<file path="src/rtl/alien_pkg.sv">
// Shared types and defaults for the alien fleet: sequencer states, the frozen
// movement period and the default screen bounds and timing constants.
package alien_pkg;

  typedef enum logic [1:0] {
    IDLE    = 2'd0,
    MARCH   = 2'd1,
    DESCEND = 2'd2,
    CLEARED = 2'd3
  } fleet_state_t;

  localparam int X_W    = 10;
  localparam int FREQ_W = 16;

  localparam logic [FREQ_W-1:0] FREQ_FROZEN = 16'hFFFF;

  localparam logic [X_W-1:0]    SCREEN_LEFT_DEF   = 10'd16;
  localparam logic [X_W-1:0]    SCREEN_RIGHT_DEF  = 10'd623;
  localparam logic [FREQ_W-1:0] BASE_PERIOD_DEF   = 16'd2000;
  localparam logic [FREQ_W-1:0] PERIOD_STEP_DEF   = 16'd100;
  localparam logic [FREQ_W-1:0] MIN_PERIOD_DEF    = 16'd200;
  localparam logic [FREQ_W-1:0] FIRE_INTERVAL_DEF = 16'd5000;

endpackage

</file>
<file path="src/rtl/alien_fleet_controller_if.sv">
// Fleet-side bundle: per-alien status flowing in, shared movement and fire
// grants flowing out. The controller is the master, the alien array the slave.
interface alien_fleet_controller_if
  import alien_pkg::*;
#(
  parameter int NUM_ALIENS = 8
);

  logic [NUM_ALIENS-1:0] alive;
  logic [X_W-1:0]        fleet_min_x;
  logic [X_W-1:0]        fleet_max_x;
  logic [FREQ_W-1:0]     movement_frequency;
  logic                  movement_direction;
  logic                  step_down;
  logic [NUM_ALIENS-1:0] armed;

  modport master (
    input  alive, fleet_min_x, fleet_max_x,
    output movement_frequency, movement_direction, step_down, armed
  );

  modport slave (
    output alive, fleet_min_x, fleet_max_x,
    input  movement_frequency, movement_direction, step_down, armed
  );

endinterface

</file>
<file path="src/rtl/alien_rr_picker.sv">
// Round-robin fire picker: finds the first alive alien strictly after ptr,
// wrapping around, and returns it as a one-hot grant plus its index.
module alien_rr_picker #(
  parameter int NUM_ALIENS = 8,
  parameter int PTR_W      = $clog2(NUM_ALIENS)
) (
  input  logic [NUM_ALIENS-1:0] alive,
  input  logic [PTR_W-1:0]      ptr,
  output logic [NUM_ALIENS-1:0] grant,
  output logic [PTR_W-1:0]      next_idx
);

  logic             found;
  logic [PTR_W-1:0] cand;

  // i runs 1..NUM_ALIENS so the pointer itself is considered last
  always_comb begin
    grant    = '0;
    next_idx = ptr;
    found    = 1'b0;
    cand     = '0;
    for (int i = 1; i <= NUM_ALIENS; i++) begin
      cand = PTR_W'((int'(ptr) + i) % NUM_ALIENS);
      if (!found && alive[cand]) begin
        found       = 1'b1;
        grant[cand] = 1'b1;
        next_idx    = cand;
      end
    end
  end

endmodule

</file>
<file path="src/rtl/alien_fleet_controller.sv">
// Fleet sequencer: marches the fleet side to side, steps it down and speeds it
// up at each screen edge, and hands out round-robin fire grants to living aliens.
module alien_fleet_controller
  import alien_pkg::*;
#(
  parameter int                NUM_ALIENS    = 8,
  parameter logic [X_W-1:0]    SCREEN_LEFT   = SCREEN_LEFT_DEF,
  parameter logic [X_W-1:0]    SCREEN_RIGHT  = SCREEN_RIGHT_DEF,
  parameter logic [FREQ_W-1:0] BASE_PERIOD   = BASE_PERIOD_DEF,
  parameter logic [FREQ_W-1:0] PERIOD_STEP   = PERIOD_STEP_DEF,
  parameter logic [FREQ_W-1:0] MIN_PERIOD    = MIN_PERIOD_DEF,
  parameter logic [FREQ_W-1:0] FIRE_INTERVAL = FIRE_INTERVAL_DEF
) (
  input  logic                     clk,
  input  logic                     rst_n,
  input  logic                     start,
  alien_fleet_controller_if.master fleet,
  output logic                     wave_cleared
);

  localparam int PTR_W = $clog2(NUM_ALIENS);
  localparam logic [PTR_W-1:0] PTR_INIT = PTR_W'(NUM_ALIENS - 1);

  fleet_state_t          state_q, state_d;
  logic [FREQ_W-1:0]     freq_q, freq_d;
  logic                  dir_q, dir_d;
  logic                  step_q, step_d;
  logic [NUM_ALIENS-1:0] armed_q, armed_d;
  logic                  cleared_q, cleared_d;
  logic [FREQ_W-1:0]     cnt_q, cnt_d;
  logic [PTR_W-1:0]      ptr_q, ptr_d;

  logic                  any_alive;
  logic                  edge_hit;
  logic [NUM_ALIENS-1:0] rr_grant;
  logic [PTR_W-1:0]      rr_next;

  // Sum is widened so large MIN_PERIOD + PERIOD_STEP cannot wrap
  function automatic logic [FREQ_W-1:0] faster_period(input logic [FREQ_W-1:0] f);
    logic [FREQ_W:0] thresh;
    thresh = {1'b0, MIN_PERIOD} + {1'b0, PERIOD_STEP};
    if ({1'b0, f} > thresh) return f - PERIOD_STEP;
    else                    return MIN_PERIOD;
  endfunction

  alien_rr_picker #(
    .NUM_ALIENS (NUM_ALIENS),
    .PTR_W      (PTR_W)
  ) u_rr_picker (
    .alive    (fleet.alive),
    .ptr      (ptr_q),
    .grant    (rr_grant),
    .next_idx (rr_next)
  );

  assign any_alive = |fleet.alive;
  // Only the edge ahead of the fleet counts, so a just-reversed fleet can't re-trigger
  assign edge_hit  = dir_q ? (fleet.fleet_max_x >= SCREEN_RIGHT)
                           : (fleet.fleet_min_x <= SCREEN_LEFT);

  always_comb begin
    state_d = state_q;
    freq_d  = freq_q;
    dir_d   = dir_q;
    step_d  = 1'b0;
    armed_d = '0;
    cnt_d   = cnt_q;
    ptr_d   = ptr_q;

    case (state_q)
      IDLE, CLEARED: begin
        freq_d = FREQ_FROZEN;
        cnt_d  = '0;
        if (start) begin
          state_d = MARCH;
          freq_d  = BASE_PERIOD;
          dir_d   = 1'b1;
          ptr_d   = PTR_INIT;
        end
      end
      MARCH: begin
        if (!any_alive) begin
          state_d = CLEARED;
          freq_d  = FREQ_FROZEN;
        end else if (edge_hit) begin
          state_d = DESCEND;
          step_d  = 1'b1;
          dir_d   = !dir_q;
          freq_d  = faster_period(freq_q);
        end
      end
      DESCEND: begin
        if (!any_alive) begin
          state_d = CLEARED;
          freq_d  = FREQ_FROZEN;
        end else begin
          state_d = MARCH;
        end
      end
      default: state_d = IDLE;
    endcase

    if (state_q == MARCH || state_q == DESCEND) begin
      if (cnt_q == FIRE_INTERVAL - 16'd1) begin
        cnt_d = '0;
        if (any_alive) begin
          armed_d = rr_grant;
          ptr_d   = rr_next;
        end
      end else begin
        cnt_d = cnt_q + 16'd1;
      end
    end

    if (state_d == CLEARED) cnt_d = '0;
    cleared_d = (state_d == CLEARED);
  end

  always_ff @(posedge clk or negedge rst_n) begin
    if (!rst_n) begin
      state_q   <= IDLE;
      freq_q    <= FREQ_FROZEN;
      dir_q     <= 1'b1;
      step_q    <= 1'b0;
      armed_q   <= '0;
      cleared_q <= 1'b0;
      cnt_q     <= '0;
      ptr_q     <= PTR_INIT;
    end else begin
      state_q   <= state_d;
      freq_q    <= freq_d;
      dir_q     <= dir_d;
      step_q    <= step_d;
      armed_q   <= armed_d;
      cleared_q <= cleared_d;
      cnt_q     <= cnt_d;
      ptr_q     <= ptr_d;
    end
  end

  assign fleet.movement_frequency = freq_q;
  assign fleet.movement_direction = dir_q;
  assign fleet.step_down          = step_q;
  assign fleet.armed              = armed_q;
  assign wave_cleared             = cleared_q;

endmodule

</file>
<file path="src/flat_wrapper.sv">
// flat-port wrapper written by rule: the top's interface ports become plain ports
module alien_fleet_controller_flat import alien_pkg::*;
#(
  parameter int                NUM_ALIENS    = 8,
  parameter logic [X_W-1:0]    SCREEN_LEFT   = SCREEN_LEFT_DEF,
  parameter logic [X_W-1:0]    SCREEN_RIGHT  = SCREEN_RIGHT_DEF,
  parameter logic [FREQ_W-1:0] BASE_PERIOD   = BASE_PERIOD_DEF,
  parameter logic [FREQ_W-1:0] PERIOD_STEP   = PERIOD_STEP_DEF,
  parameter logic [FREQ_W-1:0] MIN_PERIOD    = MIN_PERIOD_DEF,
  parameter logic [FREQ_W-1:0] FIRE_INTERVAL = FIRE_INTERVAL_DEF
)
  (clk, rst_n, start, wave_cleared, fleet_alive, fleet_fleet_min_x, fleet_fleet_max_x, fleet_movement_frequency, fleet_movement_direction, fleet_step_down, fleet_armed);
  alien_fleet_controller_if #(.NUM_ALIENS(NUM_ALIENS)) fleet_i ();
  input  logic clk;
  input  logic rst_n;
  input  logic start;
  output logic wave_cleared;
  input wire logic [$bits(fleet_i.alive)-1:0] fleet_alive;
  input wire logic [$bits(fleet_i.fleet_min_x)-1:0] fleet_fleet_min_x;
  input wire logic [$bits(fleet_i.fleet_max_x)-1:0] fleet_fleet_max_x;
  output wire logic [$bits(fleet_i.movement_frequency)-1:0] fleet_movement_frequency;
  output wire logic [$bits(fleet_i.movement_direction)-1:0] fleet_movement_direction;
  output wire logic [$bits(fleet_i.step_down)-1:0] fleet_step_down;
  output wire logic [$bits(fleet_i.armed)-1:0] fleet_armed;
  assign fleet_i.alive = fleet_alive;
  assign fleet_i.fleet_min_x = fleet_fleet_min_x;
  assign fleet_i.fleet_max_x = fleet_fleet_max_x;
  assign fleet_movement_frequency = fleet_i.movement_frequency;
  assign fleet_movement_direction = fleet_i.movement_direction;
  assign fleet_step_down = fleet_i.step_down;
  assign fleet_armed = fleet_i.armed;
  alien_fleet_controller #(.NUM_ALIENS(NUM_ALIENS), .SCREEN_LEFT(SCREEN_LEFT), .SCREEN_RIGHT(SCREEN_RIGHT), .BASE_PERIOD(BASE_PERIOD), .PERIOD_STEP(PERIOD_STEP), .MIN_PERIOD(MIN_PERIOD), .FIRE_INTERVAL(FIRE_INTERVAL)) u_core (.clk(clk), .rst_n(rst_n), .start(start), .fleet(fleet_i), .wave_cleared(wave_cleared));
endmodule
</file>
<file path="config.mk">
export PLATFORM = sky130hd
export DESIGN_NAME = alien_fleet_controller_flat
export DESIGN_NICKNAME = d
export VERILOG_FILES = /design/src/rtl/alien_pkg.sv /design/src/rtl/alien_fleet_controller_if.sv /design/src/rtl/alien_rr_picker.sv /design/src/rtl/alien_fleet_controller.sv /design/src/flat_wrapper.sv
export SDC_FILE = /design/constraint.sdc
export NUM_CORES = 1
export LEC_CHECK = 0
export CORE_ASPECT_RATIO = 1.2
export CORE_MARGIN = 3
export CORE_UTILIZATION = 41
export DETAILED_ROUTE_END_ITERATION = 8
export PLACE_DENSITY = 0.6
export SLEW_MARGIN = 20
export SYNTH_ARGS = -nofsm -noshare
export SYNTH_HDL_FRONTEND = slang
export SYNTH_HIERARCHICAL = 1
export SYNTH_SLANG_ARGS = --single-unit
</file>
<file path="constraint.sdc">
create_clock -name clk -period 9.2 [get_ports clk]
set_input_delay 1.84 -clock clk [delete_from_list [all_inputs] [get_ports clk]]
set_output_delay 1.84 -clock clk [all_outputs]
set_load 0.01 [all_outputs]
</file>
# Word-level counts from Yosys, hierarchy flattened
# Cells that the tools add are included.
[totals]
regBits = 48
in_bits = 31
wordCells = 172
[op_classes]
addsub = 10
magnitude_cmp = 19
eq_ne = 11
mux = 86
n_bitwise = 7
reduce_logical = 31
[op_table]
columns = ["cell", "n"]
rows = [
  ["$mux 16", 9],
  ["$mux 8", 11],
  ["$or 8x8->8", 7],
  ["$pmux 16 s3", 1],
  ["$mux 3", 13],
  ["$lt 3x4->1 const B", 8],
  ["$mux 1", 30],
  ["$bmux 1 s3", 8],
  ["$demux 1 s3", 8],
  ["$ge 3x1->1 const B", 8],
  ["$add 16x1->16 const B", 1],
  ["$eq 16x13->1 const B", 1],
  ["$gt 16x9->1 const B", 1],
  ["$sub 16x7->16 const B", 1],
  ["$logic_and 1x1->1", 15],
  ["$add 3x3->3 const B", 4],
  ["$ne 11x11->1 const B", 1],
  ["$ge 10x10->1 const B", 1],
  ["$le 10x5->1 const B", 1],
  ["$logic_not 1->1", 8],
  ["$mux 2", 4],
  ["$reduce_or 8->1", 1],
  ["$add 3x1->3 const B", 2],
  ["$add 3x2->3 const B", 2],
  ["other kinds (14)", 18],
]

# Logic depth before layout (Yosys ltp)
[depth]
word_depth = 28
ltp_mapped = 15
ltp_nobuf = 11

# By module
# Netlist, hierarchy kept.
[modules_own_cells]
columns = ["module", "n_inst", "cells_each", "area_each_um2"]
rows = [
  ["alien_fleet_controller", 1, 279, 2736.4],
  ["alien_rr_picker", 1, 149, 1173.6],
]

# Worst setup path before layout
# Ideal clock, no wire load.
[synth_path]
kind = "input -> register"
startpoint = "in fleet_alive[3]"
endpoint = "reg u_core.ptr_q[1]"
setup_time_ns = 0.090
arrival_time_ns = 4.007
t_required_ns = 9.110
slack_ns = 5.103
path_stages = 10
n_path_buf = 1
path_cell_list = "mux2_4 mux4_2 nand2b_4 or4_4 buf_6 o211a_1 a211o_1 a31o_1 nand2_1 o21ai_0"
[synth_between]
elab_chain_len = 27
word_cells_on_any_way = 49
[synth_lines]
columns = ["element", "line_no", "source"]
rows = [
  ["from (decl)", "flat_wrapper.sv:18", "input wire logic [$bits(fleet_i.alive)-1:0] fleet_alive;"],
  ["$bmux 1 s3", "alien_rr_picker.sv:24", "if (!found && alive[cand]) begin"],
  ["$mux 1 (implied by the code)", "alien_rr_picker.sv:24", ""],
  ["$mux 1", "alien_rr_picker.sv:24", ""],
  ["$logic_not 1->1", "alien_rr_picker.sv:24", ""],
  ["$logic_and 1x1->1", "alien_rr_picker.sv:24", ""],
  ["$mux 1", "alien_rr_picker.sv:24", ""],
  ["$logic_not 1->1", "alien_rr_picker.sv:24", ""],
  ["$logic_and 1x1->1", "alien_rr_picker.sv:24", ""],
  ["(+13 left out)", "n/a", ""],
  ["$logic_not 1->1", "alien_rr_picker.sv:24", ""],
  ["$logic_and 1x1->1", "alien_rr_picker.sv:24", ""],
  ["$mux 3 *", "alien_rr_picker.sv:24", ""],
  ["net u_core.rr_next[1]", "alien_fleet_controller.sv:36", "logic [PTR_W-1:0] rr_next;"],
  ["$mux 3 *", "alien_fleet_controller.sv:106", "if (any_alive) begin"],
  ["$mux 3 *", "alien_fleet_controller.sv:104", "if (cnt_q == FIRE_INTERVAL - 16'd1) begin"],
  ["$mux 3 *", "alien_fleet_controller.sv:103", "if (state_q == MARCH || state_q == DESCEND) begin"],
  ["net u_core.ptr_d[1]", "alien_fleet_controller.sv:31", "logic [PTR_W-1:0] ptr_q, ptr_d;"],
  ["to (signal assigned)", "alien_fleet_controller.sv:137", "ptr_q <= ptr_d;"],
  ["to (decl)", "alien_fleet_controller.sv:31", ""],
]
# The timed path passes the listed nets; every way through them passes the cells marked *. The select of a mux whose other input is x is not followed.
# A chain may end at the register's enable or synchronous reset.

# Final worst setup path
[layout_path]
startpoint = "in fleet_alive[1]"
endpoint = "reg u_core.armed_q[5] (netlist: u_core/fleet.armed[5])"
[layout_between]
elab_chain_len = 27
word_cells_on_any_way = 56
[layout_lines]
columns = ["element", "line_no", "source"]
rows = [
  ["$bmux 1 s3", "alien_rr_picker.sv:24", ""],
  ["$mux 1 (implied by the code)", "alien_rr_picker.sv:24", ""],
  ["$mux 1", "alien_rr_picker.sv:24", ""],
  ["$logic_not 1->1", "alien_rr_picker.sv:24", ""],
  ["$logic_and 1x1->1", "alien_rr_picker.sv:24", ""],
  ["$mux 1", "alien_rr_picker.sv:24", ""],
  ["$logic_not 1->1", "alien_rr_picker.sv:24", ""],
  ["$logic_and 1x1->1", "alien_rr_picker.sv:24", ""],
  ["(+13 left out)", "n/a", ""],
  ["$logic_not 1->1", "alien_rr_picker.sv:24", ""],
  ["$logic_and 1x1->1", "alien_rr_picker.sv:24", ""],
  ["$mux 8 *", "alien_rr_picker.sv:24", ""],
  ["net u_core.rr_grant[5]", "alien_fleet_controller.sv:35", "logic [NUM_ALIENS-1:0] rr_grant;"],
  ["$mux 8 *", "alien_fleet_controller.sv:106", ""],
  ["$mux 8 *", "alien_fleet_controller.sv:104", ""],
  ["$mux 8 *", "alien_fleet_controller.sv:103", ""],
  ["net u_core.armed_d[5]", "alien_fleet_controller.sv:28", "logic [NUM_ALIENS-1:0] armed_q, armed_d;"],
  ["to (signal assigned)", "alien_fleet_controller.sv:134", "armed_q <= armed_d;"],
  ["to (decl)", "alien_fleet_controller.sv:28", ""],
]
# Marks and branches as above.

==> metrics <==
status finished clean; Net Count, Synth 470; yosys warns 6; setup repair bufs after CTS 0; Via density roughly 6; IO Count 58; Initial DRT Pass Iterations 4; H-tree Lvls 2; top-area cell type share of the netlist area 17.9%; max incr delay on CP roughly 560 ps; Clock transition at path regs approximately 90 ps; CTS tree done; final-report setup violation count 0; Worst setup SP type primary input; FF-to-FF Start u_core/ptr_q[0]; final worst path period share between 40% and 50%; post-synthesis compound-gate area fraction about a quarter; CP max-delay cell clkdlybuf4s50_1; worst reg2reg setup slack around 4700 ps; share of cells above drive strength 1 14.0%; leakage approximately 1.8 nW; GP Congestion approximately 0.93; worst r2r dst u_core/fleet.armed[5]; num rows 38; Post-CTS Hold Buffers 0; sequential area share after synthesis 30.7%; Clock Sink Count 47; Final Slew Violations 0; Post-synth EDFFs 0; Num CTS Buffers 5; Synth Area in XOR/XNOR 4.67%; fin worst setup slack 4630 ps; Total GRT Usage 21.9%; Synth Cell Area 0.00391 mm^2; Hold Crit Class register to register; f_max 219 MHz; max_cap viols 0; most frequent cell after synthesis dfrtp_1; hpwl dp a little over 8000 um; Main synth FF type dfrtp_1; Final nets about 510; mux contribution to synthesized area under 10%; Routed Wire Length 11200 um; via count between 3000 and 4000; Starting Density a little over two fifths; CORE AREA 0.00918 mm^2; Worst Setup EP u_core/fleet.armed[5]; Distinct cells, synth 69; largest net degree at the start of global routing 48; DRC Markers 0; Clock Path Buffers 2; Synth top cells by count dfrtp_1, nand2_1, nor2_1; RSZ-0062 raised after global routing false; number of global-route vias before repair ~3600; clock latency on the worst-skew pair just over 300 ps; number of port buffers 57; post-synthesis async set-or-reset flop share between 90% and 100%; first-pass GRT wire length around 19000 um; Die Width between 90 and 100 um; WS Path Type primary input to register; Worst EP required about 9500 ps; synthesized flop and latch total 47; Synth Area in Adders under 10%; synthesized netlist cell count approximately 430; Register-to-Register Path Depth 10; post_cts resized 0; top post-synthesis cells by area dfrtp_1, dfstp_2, a211oi_1; Avg WL per Cell roughly 19 um; CP max FO 7; worst slack, placed about 4300 ps; largest family of logic cells by synthesized area compound AO/OA/AOI/OAI gates; simple-gate portion of the synthesized area 21.3%; ant diodes 0; Max rail drop VDD ~0.08 mV; Final Hold Fails 0; cell chain of the critical path clkdlybuf4s50_1, mux2_4, mux4_2, nand2b_4, or3b_1, nand2b_1, o31ai_1, mux2_2, and2_1; initial antenna violation count 0; Arr. time, crit path 4820 ps; area delta synth->final 18.2%; Post-DRT Antenna Nets 0; Worst Clk Skew about 11 ps; setup_tns 0 ps; Least-Margin Pin Slew 858 ps; CP Launch Point fleet_alive[1]; Slew HR a little over two fifths; GR Overflow Total 0; Die ar. approximately 0.011 mm^2; Die Y 113 um; clock root buffer clkbuf_8; min Tclk post-route 4570 ps; CP Capture Type register; PD cells 228 mW/mm^2; Iteration-0 DRC Markers between 150 and 200; Synth area leader dfrtp_1; Avg Inst Size Synth 9.14 um^2
==> worst max-delay path: cells and delay by family <==
family | cells | cell delay (ps)
AOI/OAI and AO/OA | 1 | 310
buffers and inverters | 1 | 560
muxes | 3 | 1110
and+or+nand+nor | 4 | 1010
==> layer usage <==
layer / GRT usage (%) / vias up / share of wire, %
li1: - / 1742 / -
met1: 26.4 / 1781 / 41
met2: 38.5 / 95 / 52
met3: 2.73 / 28 / 3.5
met4: 9.24 / 0 / 3.5
met5: 0 / - / 0
==> where the power goes <==
part           switching (mW)  internal, mW  leakage [nW]
Combinational           0.321         0.259          1.15
Clock                  0.0740        0.0538        0.0452
Sequential             0.0621         0.281         0.586
Total                   0.457         0.594          1.78
==> sequential cells by signal, summed over array words and instances (netlist names) <==
signal and cells:
u_core/wave_cleared 1, u_core/state_q 2, u_core/cnt_q 16, u_core/fleet.movement_frequency 15, u_core/fleet.step_down 1, u_core/ptr_q 3
u_core/fleet.armed 8, u_core/fleet.movement_direction 1
==> per-stage QoR <==
| stage | utilization, % | power (mW) | cell area [um^2] | std cells | hold slack (ps) |
|---|---|---|---|---|---|
| final | 50.4 | 1.05 | 4620 | 593 | 498 |
| after global placement | 49.4 | 0.916 | 4530 | 585 | 484 |
| after CTS | 50.3 | 1.05 | 4620 | 593 | 499 |
| after global routing | 50.4 | 1.13 | 4620 | 593 | 546 |
| after floorplan | - | 0.729 | 3910 | 428 | 455 |
| after detailed placement | 49.4 | 0.921 | 4530 | 585 | 484 |
==> worst min-delay path by stage <==
stage          slack (ps)                            endpoint                               start  depth (start not counted)
2_1_floorplan         450                     u_core/cnt_q[0]                     u_core/cnt_q[0]                          1
3_3_place_gp          480                     u_core/cnt_q[0]                     u_core/cnt_q[0]                          1
3_5_place_dp          480                     u_core/cnt_q[0]                     u_core/cnt_q[0]                          1
4_1_cts               500                     u_core/cnt_q[0]                     u_core/cnt_q[0]                          1
5_1_grt               550  u_core/fleet.movement_frequency[8]  u_core/fleet.movement_frequency[8]                          2
6_report              500                     u_core/cnt_q[0]                     u_core/cnt_q[0]                          1
==> layout make-up <==
class | instances | area, um^2
Multi-Input combinational cell | 343 | 2540
Fill cell | 884 | 4560
Clock inverter | 2 | 13.8
Sequential cell | 47 | 1200
Timing Repair Buffer | 59 | 581
Tap cell | 120 | 150
Clock buffer | 6 | 72.6
Inverter | 16 | 60.1
==> kinds of logic after synthesis <==
kind of cell	count (synthesis)
compound gates	133
xor+xnor	20
fa+ha+maj	11
buf+inv	38
flops	47
mux	28
simple gates	151
==> layout by cell type, fill, tap and decap left out, types with 8 or more instances in the layout <==
cell type	n
and2_1	12
xnor2_1	12
ha_1	11
nand2_1	27
o21ai_0	19
dfstp_2	19
a21oi_1	17
clkdlybuf4s50_1	56
mux2_2	13
dfrtp_1	28
nor3_1	15
inv_1	14
nor4_1	8
nand2b_1	8
nand3_1	11
nor2_1	27
mux2i_1	8
a211oi_1	22
Power figures use the tool's default switching activity.
==> patch (same flow settings) <==
`NUM_ALIENS` is set to 8 in 4 places; all go to 4.
--- a/src/rtl/alien_fleet_controller_if.sv
+++ b/src/rtl/alien_fleet_controller_if.sv
@@ -4,5 +4,5 @@
   import alien_pkg::*;
 #(
-  parameter int NUM_ALIENS = 8
+  parameter int NUM_ALIENS = 4
 );
 
--- a/src/rtl/alien_rr_picker.sv
+++ b/src/rtl/alien_rr_picker.sv
@@ -2,5 +2,5 @@
 // wrapping around, and returns it as a one-hot grant plus its index.
 module alien_rr_picker #(
-  parameter int NUM_ALIENS = 8,
+  parameter int NUM_ALIENS = 4,
   parameter int PTR_W      = $clog2(NUM_ALIENS)
 ) (
--- a/src/rtl/alien_fleet_controller.sv
+++ b/src/rtl/alien_fleet_controller.sv
@@ -4,5 +4,5 @@
   import alien_pkg::*;
 #(
-  parameter int                NUM_ALIENS    = 8,
+  parameter int                NUM_ALIENS    = 4,
   parameter logic [X_W-1:0]    SCREEN_LEFT   = SCREEN_LEFT_DEF,
   parameter logic [X_W-1:0]    SCREEN_RIGHT  = SCREEN_RIGHT_DEF,
--- a/src/flat_wrapper.sv
+++ b/src/flat_wrapper.sv
@@ -2,5 +2,5 @@
 module alien_fleet_controller_flat import alien_pkg::*;
 #(
-  parameter int                NUM_ALIENS    = 8,
+  parameter int                NUM_ALIENS    = 4,
   parameter logic [X_W-1:0]    SCREEN_LEFT   = SCREEN_LEFT_DEF,
   parameter logic [X_W-1:0]    SCREEN_RIGHT  = SCREEN_RIGHT_DEF,
Ports: changed (resized fleet_alive and fleet_armed); port bits go from 58 to 50. No check against the original RTL was run, so the function may have changed too.
==> patch against the original RTL <==
Sequential cell count is 5 lower. Clock skew is 6.2 ps lower. Setup slack worse by 87 ps. Combinational power is 12% lower. Cell area is 22% lower. Power is 9.5% lower. Routed wire length is 37% lower. Synthesized area is 22% lower. Critical path depth is 3 lower. Sequential share of layout area is 3.7 points higher. Critical path type unchanged. Largest power group unchanged.
==> patch: results (changes against the original RTL) <==
| Metric | Value |
|---|---|
| Outcome | finished clean |
| Register fraction of the total cell area | 0.296 (+0.0367) |
| GRT Util Overall | 0.171 (-0.0480) |
| Placed cell count | 459 (-22%) |
| Met3 Wirelength | 393 um (+0.26%) |
| Drt first pass iters | 5 (+1) |
| WL met1 | 3220 um (-31%) |
| Syn_nets | 378 (-20%) |
| Worst skew pair latency | 290 ps (-20 ps) |
| Synth Area in XOR/XNOR | 0.0375 (-0.00921) |
| Post-layout min period | 4660 ps (+86.8 ps) |
| First-pass GRT wire length | 12100 um (-36%) |
| Crit path DAT | 4790 ps (-30 ps) |
| R2R depth | 7 (-3) |
| Post-synthesis register bit count | 42 (-11%) |
| Complex-gate fraction of the synthesized area | 0.239 (-0.0193) |
| Hold Path Sink | u_core/fleet.movement_frequency[0] |
| Core ar. | 7020 sq um (-24%) |
| Non-clk invs | 12 (-4) |
| RR Endpoint | u_core/cnt_q[1] |
| # fillers | 692 (-22%) |
| Cell Count, Final, Fillers Out | 467 (-21%) |
| Layout cells sized above 1 | 0.111 (-0.0290) |
| Max_slew headroom | 0.391 (-0.0328) |
| Power per cell area | 263 nW/um^2 (+15%) |
| R2R Path Start | u_core/state_q[1] |
| Post-synthesis mux area share | 0.0251 (-0.0712) |
| Synth Area in Adders | 0.0536 (+0.0184) |
| Clock network area share | 0.0228 (+0.00411) |
| Sequential-to-total area share from yosys stat | 0.354 (+0.0468) |
| Mapped Cells | 338 (-21%) |
| Worst Skew | 4.99 ps (-6.21 ps) |
| Hold Crit Depth | 2 (+1) |
| Comb_multi_in | 268 (-22%) |
| Synth cell types | 67 (-2.9%) |
| IR drop worst, VDD | 147 uV (+82%) |
| Vias in the first global route | 2556 (-30%) |
| Leak | 1.42 nW (-20%) |
| Buffers excl. clock | 50 (-15%) |
| Dpl hpwl | 5280 um (-36%) |
| HP Start | u_core/fleet.movement_frequency[0] |
| Post-DP Area | 3540 sq um (-22%) |
| Routed wl met2 | 3410 um (-41%) |
| Number of vias per cell | 5.85 (-4.9%) |
| Top post-synthesis cells by area | dfrtp_1 (20%), dfstp_2 (16%), ha_1 (5.4%) |
| Port bufs | 49 (-14%) |
[patch: changes by cell type in the layout (fill, tap and decap cells not counted), sizes merged, moves of 6 or more]
cell           delta
o21ai             +6
or2               -6
mux2i             -6
nor3              +9
a211oi           -16
xnor2             -9
mux2             -13
o22a              -7
clkdlybuf4s50     -8
[patch: critical path, cell delays in order]
cell and delay, ps:
clkdlybuf4s50_1 680, or4_1 790, o21ai_2 420, a21oi_1 180, nor4b_4 740, nor3b_1 120
[patch: metal layers]
| metal | up-vias | track usage |
|---|---|---|
| li1 | 1348 | - |
| met1 | 1295 | 0.235 |
| met2 | 81 | 0.275 |
| met3 | 7 | 0.0320 |
| met4 | 0 | 0.0463 |
| met5 | - | 0 |
[patch: report_power, final]
part	internal, W	switching [W]	total (W)	leakage [nW]
clock network	0.0000526	0.0000611	0.000114	0.0450
logic	0.000222	0.000287	0.000509	0.857
registers	0.000265	0.0000638	0.000328	0.518
